==> config.mk <==
export PLATFORM = sky130hd
export DESIGN_NAME = analogizer_csync_gen_flat
export DESIGN_NICKNAME = d
export VERILOG_FILES = /design/src/rtl/analogizer_video_pkg.sv /design/src/rtl/analogizer_csync_gen_if.sv /design/src/rtl/csync_line_meter.sv /design/src/rtl/analogizer_csync_gen.sv /design/src/flat_wrapper.sv
export SDC_FILE = /design/constraint.sdc
export NUM_CORES = 1
export LEC_CHECK = 0
export BUFFER_PORTS_ARGS = -buffer_cell sky130_fd_sc_hd__buf_2
export CORE_AREA = 2 2 84 167
export DETAILED_ROUTE_END_ITERATION = 12
export DIE_AREA = 0 0 86 169
export HOLD_SLACK_MARGIN = 0.03
export PLACE_DENSITY = 0.58
export SKIP_CTS_REPAIR_TIMING = 1
export SLEW_MARGIN = 20
export SYNTH_ARGS = -nofsm -noshare
export SYNTH_HDL_FRONTEND = slang
export SYNTH_SLANG_ARGS = --single-unit
==> constraint.sdc <==
create_clock -name clk -period 5 [get_ports clk]
set_clock_uncertainty 0.1 [all_clocks]
set_input_delay 1 -clock clk [delete_from_list [all_inputs] [get_ports clk]]
set_output_delay 1 -clock clk [all_outputs]
set_load 0.01 [all_outputs]
==> src/rtl/analogizer_video_pkg.sv <==
// Shared video definitions for the Analogizer output path: counter width default,
// RGB width and sync polarity, plus the registered output bundle type.
package analogizer_video_pkg;

  localparam int   CNT_W_DEF   = 12;
  localparam int   RGB_W       = 24;
  // All syncs on this path are active-high; csync gaps drive the inactive level.
  localparam logic SYNC_ACTIVE = 1'b1;

  typedef logic [RGB_W-1:0] rgb_t;

  typedef struct packed {
    logic hsync;
    logic vsync;
    logic csync;
    logic de;
    rgb_t rgb;
  } vid_out_t;

endpackage

==> src/rtl/analogizer_csync_gen_if.sv <==
// Video bus between the core (master) and the composite-sync generator (slave).
interface analogizer_csync_gen_if;
  import analogizer_video_pkg::*;

  logic ce;
  logic hsync;
  logic vsync;
  logic de;
  rgb_t din;

  logic hsync_o;
  logic vsync_o;
  logic csync_o;
  logic de_o;
  rgb_t dout;
  logic locked;

  modport master (
    output ce, hsync, vsync, de, din,
    input  hsync_o, vsync_o, csync_o, de_o, dout, locked
  );

  modport slave (
    input  ce, hsync, vsync, de, din,
    output hsync_o, vsync_o, csync_o, de_o, dout, locked
  );

endinterface

==> src/rtl/csync_line_meter.sv <==
// Line meter: hsync edge detect, in-line pixel position, hsync width, line length
// and a lock flag that is set once two consecutive lines measure identically.
module csync_line_meter
  import analogizer_video_pkg::*;
#(
  parameter int CNT_W = CNT_W_DEF
) (
  input  logic             clk,
  input  logic             reset_n,
  input  logic             ce_i,
  input  logic             hsync_i,
  output logic [CNT_W-1:0] h_pos_o,     // position of the current pixel
  output logic [CNT_W-1:0] hs_width_o,
  output logic [CNT_W:0]   line_len_o,
  output logic             pos_sat_o,
  output logic             locked_o
);

  localparam logic [CNT_W-1:0] POS_MAX = '1;

  logic             hs_prev_q;
  logic [CNT_W-1:0] h_pos_q, h_pos_d;
  logic [CNT_W-1:0] hs_cnt_q, hs_cnt_d;
  logic [CNT_W-1:0] hs_width_q, hs_width_d;
  logic [CNT_W:0]   line_len_q, line_len_d;
  logic             locked_q, locked_d;
  logic             rise, fall;

  assign rise = hsync_i & ~hs_prev_q;
  assign fall = ~hsync_i & hs_prev_q;

  // NOTE: every variable gets its hold value before any branch, so no path leaves
  // it unassigned and no latch is inferred.
  always_comb begin
    h_pos_d    = h_pos_q;
    hs_cnt_d   = hs_cnt_q;
    hs_width_d = hs_width_q;
    line_len_d = line_len_q;
    locked_d   = locked_q;
    if (ce_i) begin
      if (rise)                    h_pos_d = '0;
      else if (h_pos_q != POS_MAX) h_pos_d = h_pos_q + CNT_W'(1);

      // The rising-edge pixel is itself high, so the count restarts at 1.
      if (rise)                                 hs_cnt_d = CNT_W'(1);
      else if (hsync_i && hs_cnt_q != POS_MAX) hs_cnt_d = hs_cnt_q + CNT_W'(1);

      if (fall) hs_width_d = hs_cnt_q;

      if (rise) begin
        line_len_d = {1'b0, h_pos_q} + (CNT_W+1)'(1);
        // line_len_q still holds the previous line's measurement here.
        locked_d   = (line_len_d == line_len_q) && (h_pos_q != POS_MAX) &&
                     (hs_width_q != '0) &&
                     ({1'b0, hs_width_q} < (line_len_d >> 1));
      end else if (h_pos_d == POS_MAX) begin
        locked_d = 1'b0;
      end
    end
  end

  // NOTE: state registers use non-blocking assignments so every flop samples
  // pre-edge values regardless of statement order.
  always_ff @(posedge clk or negedge reset_n) begin
    if (!reset_n) begin
      hs_prev_q  <= 1'b0;
      h_pos_q    <= '0;
      hs_cnt_q   <= '0;
      hs_width_q <= '0;
      line_len_q <= '0;
      locked_q   <= 1'b0;
    end else begin
      if (ce_i) hs_prev_q <= hsync_i;
      h_pos_q    <= h_pos_d;
      hs_cnt_q   <= hs_cnt_d;
      hs_width_q <= hs_width_d;
      line_len_q <= line_len_d;
      locked_q   <= locked_d;
    end
  end

  assign h_pos_o    = h_pos_d;
  assign hs_width_o = hs_width_q;
  assign line_len_o = line_len_q;
  assign pos_sat_o  = (h_pos_d == POS_MAX);
  assign locked_o   = locked_q;

endmodule

==> src/rtl/analogizer_csync_gen.sv <==
// Composite-sync generator: serrated csync during vsync once the line timing is
// locked, with hsync/vsync/de/RGB re-timed through the same single register stage.
module analogizer_csync_gen
  import analogizer_video_pkg::*;
#(
  parameter int CNT_W   = CNT_W_DEF,
  parameter bit SERRATE = 1'b1
) (
  input logic                   clk,
  input logic                   reset_n,
  analogizer_csync_gen_if.slave vid
);

  logic [CNT_W-1:0] h_pos, hs_width;
  logic [CNT_W:0]   line_len;
  logic             pos_sat, locked;

  csync_line_meter #(.CNT_W(CNT_W)) u_meter (
    .clk       (clk),
    .reset_n   (reset_n),
    .ce_i      (vid.ce),
    .hsync_i   (vid.hsync),
    .h_pos_o   (h_pos),
    .hs_width_o(hs_width),
    .line_len_o(line_len),
    .pos_sat_o (pos_sat),
    .locked_o  (locked)
  );

  // One extra bit keeps half + width from wrapping at the top of the range.
  logic [CNT_W:0] half, pos_x, width_x;
  logic           in_window, serrate_now;
  vid_out_t       out_q, out_d;

  always_comb begin
    half        = line_len >> 1;
    pos_x       = {1'b0, h_pos};
    width_x     = {1'b0, hs_width};
    in_window   = (pos_x < width_x) || ((pos_x >= half) && (pos_x < half + width_x));
    serrate_now = SERRATE && locked && !pos_sat && vid.vsync;

    out_d = out_q;
    if (vid.ce) begin
      out_d.hsync = vid.hsync;
      out_d.vsync = vid.vsync;
      out_d.de    = vid.de;
      out_d.rgb   = vid.din;
      if (serrate_now) out_d.csync = in_window ? ~SYNC_ACTIVE : SYNC_ACTIVE;
      else             out_d.csync = vid.hsync | vid.vsync;
    end
  end

  always_ff @(posedge clk or negedge reset_n) begin
    if (!reset_n) out_q <= '0;
    else          out_q <= out_d;
  end

  assign vid.hsync_o = out_q.hsync;
  assign vid.vsync_o = out_q.vsync;
  assign vid.csync_o = out_q.csync;
  assign vid.de_o    = out_q.de;
  assign vid.dout    = out_q.rgb;
  assign vid.locked  = locked;

endmodule

==> src/flat_wrapper.sv <==
// flat-port wrapper written by rule: the top's interface ports become plain ports
module analogizer_csync_gen_flat import analogizer_video_pkg::*;
#(
  parameter int CNT_W   = CNT_W_DEF,
  parameter bit SERRATE = 1'b1
)
  (clk, reset_n, vid_ce, vid_hsync, vid_vsync, vid_de, vid_din, vid_hsync_o, vid_vsync_o, vid_csync_o, vid_de_o, vid_dout, vid_locked);
  analogizer_csync_gen_if vid_i ();
  input logic clk;
  input logic reset_n;
  input wire logic [$bits(vid_i.ce)-1:0] vid_ce;
  input wire logic [$bits(vid_i.hsync)-1:0] vid_hsync;
  input wire logic [$bits(vid_i.vsync)-1:0] vid_vsync;
  input wire logic [$bits(vid_i.de)-1:0] vid_de;
  input wire logic [$bits(vid_i.din)-1:0] vid_din;
  output wire logic [$bits(vid_i.hsync_o)-1:0] vid_hsync_o;
  output wire logic [$bits(vid_i.vsync_o)-1:0] vid_vsync_o;
  output wire logic [$bits(vid_i.csync_o)-1:0] vid_csync_o;
  output wire logic [$bits(vid_i.de_o)-1:0] vid_de_o;
  output wire logic [$bits(vid_i.dout)-1:0] vid_dout;
  output wire logic [$bits(vid_i.locked)-1:0] vid_locked;
  assign vid_i.ce = vid_ce;
  assign vid_i.hsync = vid_hsync;
  assign vid_i.vsync = vid_vsync;
  assign vid_i.de = vid_de;
  assign vid_i.din = vid_din;
  assign vid_hsync_o = vid_i.hsync_o;
  assign vid_vsync_o = vid_i.vsync_o;
  assign vid_csync_o = vid_i.csync_o;
  assign vid_de_o = vid_i.de_o;
  assign vid_dout = vid_i.dout;
  assign vid_locked = vid_i.locked;
  analogizer_csync_gen #(.CNT_W(CNT_W), .SERRATE(SERRATE)) u_core (.clk(clk), .reset_n(reset_n), .vid(vid_i));
endmodule
==> flow_summary_export.csv <==
group,metric,value,unit
route,via_per_inst,5.50,
yosys,synth_flop_cell,"dfrtp_1",
sta,hold_violations,0,
placed_design,hpwl,9.79,mm
route,drtIter0Drc,216,
yosys,syn_nets,608,
setup_path,worstPathArrival,3.77,ns
grt,grt_pass1_wl,20.8,mm
sta,fin_tns_setup,0,ns
route,first_pass_iters,4,
die,die_h,169,um
yosys,yosysSeqAreaShare,0.376,
sta,slew_headroom,0.453,
setup_path,worstPathRequired,5.13,ns
final_layout,drive_gt1_frac,0.229,
route,routedWlPerCell,17.4,um
yosys,synth-edff-count,0,
route,drc,0,
final_layout,syn_to_final_growth,13.9,%
die,coreArea,13300,um^2
die,rows,60,
job,cap_violations,0,
grt,grt_max_degree,79,
clock_network,cts_buffers,9,
sta,setup_viol,0,
yosys,synth_largest_area_cell,"dfrtp_1",
sta,fin_crit,3.63,ns
clock_network,clock-sinks,78,
setup_path,critPathLaunchType,"input port",
yosys,syn-instance-count,518,
power_and_ir_drop,p_leak,2.79,nW
sta,finalCritPeriodShare,0.727,
min_path,hp-class,"reg2reg",
sta,worstMarginPinSlew,0.815,ns
final_layout,n_fill_cell,1269,
yosys,yosys-top-cells-area,"dfrtp_1, ha_1, mux2_2",
yosys,postSynth.asyncResetShare,1.00,
die,die_w,86,um
power_and_ir_drop,peakVddDrop,0.000233,V
clock_network,htree_levels,3,
sta,maxSlewViolCount,0,
setup_path,path_class,"in2reg",
die,ios,59,
placed_design,globalplace.congestion,0.895,
sta,max_freq,275,MHz
final_layout,fin_nets,667,
route,ant_nets,0,
route,num_vias,4055,
placed_design,place_ws,1.06,ns
yosys,synth.distinct_cells,65,
grt,antenna_found_initial,0,
grt,overflow,0,
yosys,synth_seq_cells,78,
power_and_ir_drop,powerDensity,353,nW/um^2
setup_path,cp-end-kind,"register",
sta,fin_ws,1.37,ns
yosys,syn_area,5200,um^2
sta,rsz0062_at_grt,"no",
die,initial_core_util,0.391,
route,drt-total-wl,12.8,mm
grt,grt_pass1_vias,4007,
clock_network,clock_latency,0.34,ns
yosys,avgSynthCellArea,10.0,um^2
run_status,outcome,"finished clean",
clock_network,path_clk_slew,0.06,ns
yosys,synth.top_cell.area_share,0.376,
die,die-area,14500,um^2
yosys,yosysWarningCount,0,
placed_design,numPortBuffers,58,
grt,grt_usage,0.182,
clock_network,clk_path_buf_depth,2,
clock_network,cts-root-buf,"clkbuf_16",
setup_path,cp_max_fo,23,
clock_network,cts_tree,"built",
final_layout,antenna_cells,0,
-- synthesized netlist by cell type, types with 5 or more instances --
master	n
a211oi_1	5
a21o_1	13
a21oi_1	22
clkbuf_1	5
dfrtp_1	78
ha_1	59
inv_1	31
mux2_2	39
nand2_1	39
nand2b_1	5
nand3_1	11
nand4_1	13
nor2_1	38
nor3_1	17
nor4_1	5
o21ai_0	26
xnor2_1	26
xor2_1	16
-- per-layer routing --
layer  part of all wire  global-route usage
met5                  0                   0
met4              0.013              0.0400
met3              0.048              0.0297
met2               0.51               0.312
met1               0.43               0.239
-- cell families (layout without fill, tap and decap cells) --
family,Yosys count,in the layout,share of synthesized area
xor gates and xnor gates,42,42,0.0708
muxes,40,40,0.0864
AOI/OAI and AO/OA,100,100,0.130
adders and majority gates,60,60,0.146
buffers and inverters,48,112,0.0443
DFF,78,78,0.376
and+or+nand+nor,150,150,0.147
-- registers in the layout (all words and copies together), names as in the netlist --
name / cells
u_core.u_meter.h_pos_q: 12
u_core.u_meter.hs_cnt_q: 12
u_core.u_meter.hs_width_o: 12
u_core.u_meter.line_len_o: 13
u_core.u_meter.locked_o: 1
u_core.vid.csync_o: 1
u_core.vid.de_o: 1
u_core.vid.dout: 24
u_core.vid.hsync_o: 1
u_core.vid.vsync_o: 1
-- final timing paths --
check	startpoint	to	slack [ns]	cells after the start
min	u_core.vid.dout[3]	u_core.vid.dout[3]	0.40	1
min reg2reg	u_core.vid.dout[3]	u_core.vid.dout[3]	0.40	1
max reg2reg	u_core.u_meter.h_pos_q[0]	u_core.vid.csync_o	1.40	14
max in group asynchronous	reset_n	u_core.u_meter.hs_width_o[6]	3.70	1
max	vid_ce	u_core.vid.csync_o	1.37	12
min in group asynchronous	reset_n	u_core.u_meter.line_len_o[10]	0.57	1
-- metrics by stage --
| stage | std cells | util | instance area [um^2] | hold WS (ns) | total power (W) |
|---|---|---|---|---|---|
| finish | 737 | 0.446 | 5920 | 0.399 | 0.00209 |
| global route | 737 | 0.446 | 5920 | 0.413 | 0.00224 |
| CTS | 737 | 0.445 | 5920 | 0.404 | 0.00211 |
| detailed placement | 721 | 0.423 | 5620 | 0.390 | 0.00143 |
| global placement | 721 | 0.423 | 5620 | 0.384 | 0.00142 |
| floorplan | 518 | - | 5200 | 0.369 | 0.00124 |
-- worst max-delay path, stage by stage --
cell,delay [ns]
buf_2,0.17
inv_1,0.28
nor2_1,0.09
buf_4,0.23
a311oi_1,0.67
ha_1,0.37
a21o_1,0.16
a21oi_1,0.20
o2111ai_1,0.14
o21ai_0,0.17
o22ai_1,0.12
a21o_1,0.16
-- where the power goes --
part	switching (W)	internal (W)	leakage [nW]
clock	0.000277	0.000391	0.145
sequential	0.0000870	0.000704	1.01
combinational	0.000343	0.000289	1.63
total	0.000707	0.00138	2.79
-- layout by cell type, fill, tap and decap left out, types with 9 or more instances in the layout --
| cell | n |
|---|---|
| o21ai_0 | 26 |
| inv_1 | 31 |
| nand4_1 | 13 |
| a21o_1 | 13 |
| dfrtp_1 | 78 |
| buf_2 | 57 |
| a21oi_1 | 22 |
| ha_1 | 59 |
| nand3_1 | 11 |
| nor3_1 | 17 |
| nand2_1 | 39 |
| nor2_1 | 38 |
| xor2_1 | 16 |
| clkbuf_16 | 9 |
| mux2_2 | 39 |
| xnor2_1 | 26 |
-- cell type report --
class / count / area, um^2 / area share
multi-input combinational: 392 / 3020 / 0.509
clock buffer: 10 / 229 / 0.0387
sequential: 78 / 1950 / 0.330
inverter: 33 / 126 / 0.0213
clock inverter: 6 / 71.3 / 0.0120
tap: 155 / 194 / 0.0327
timing repair buffer: 63 / 334 / 0.0564
(Power assumes the default switching activity.)
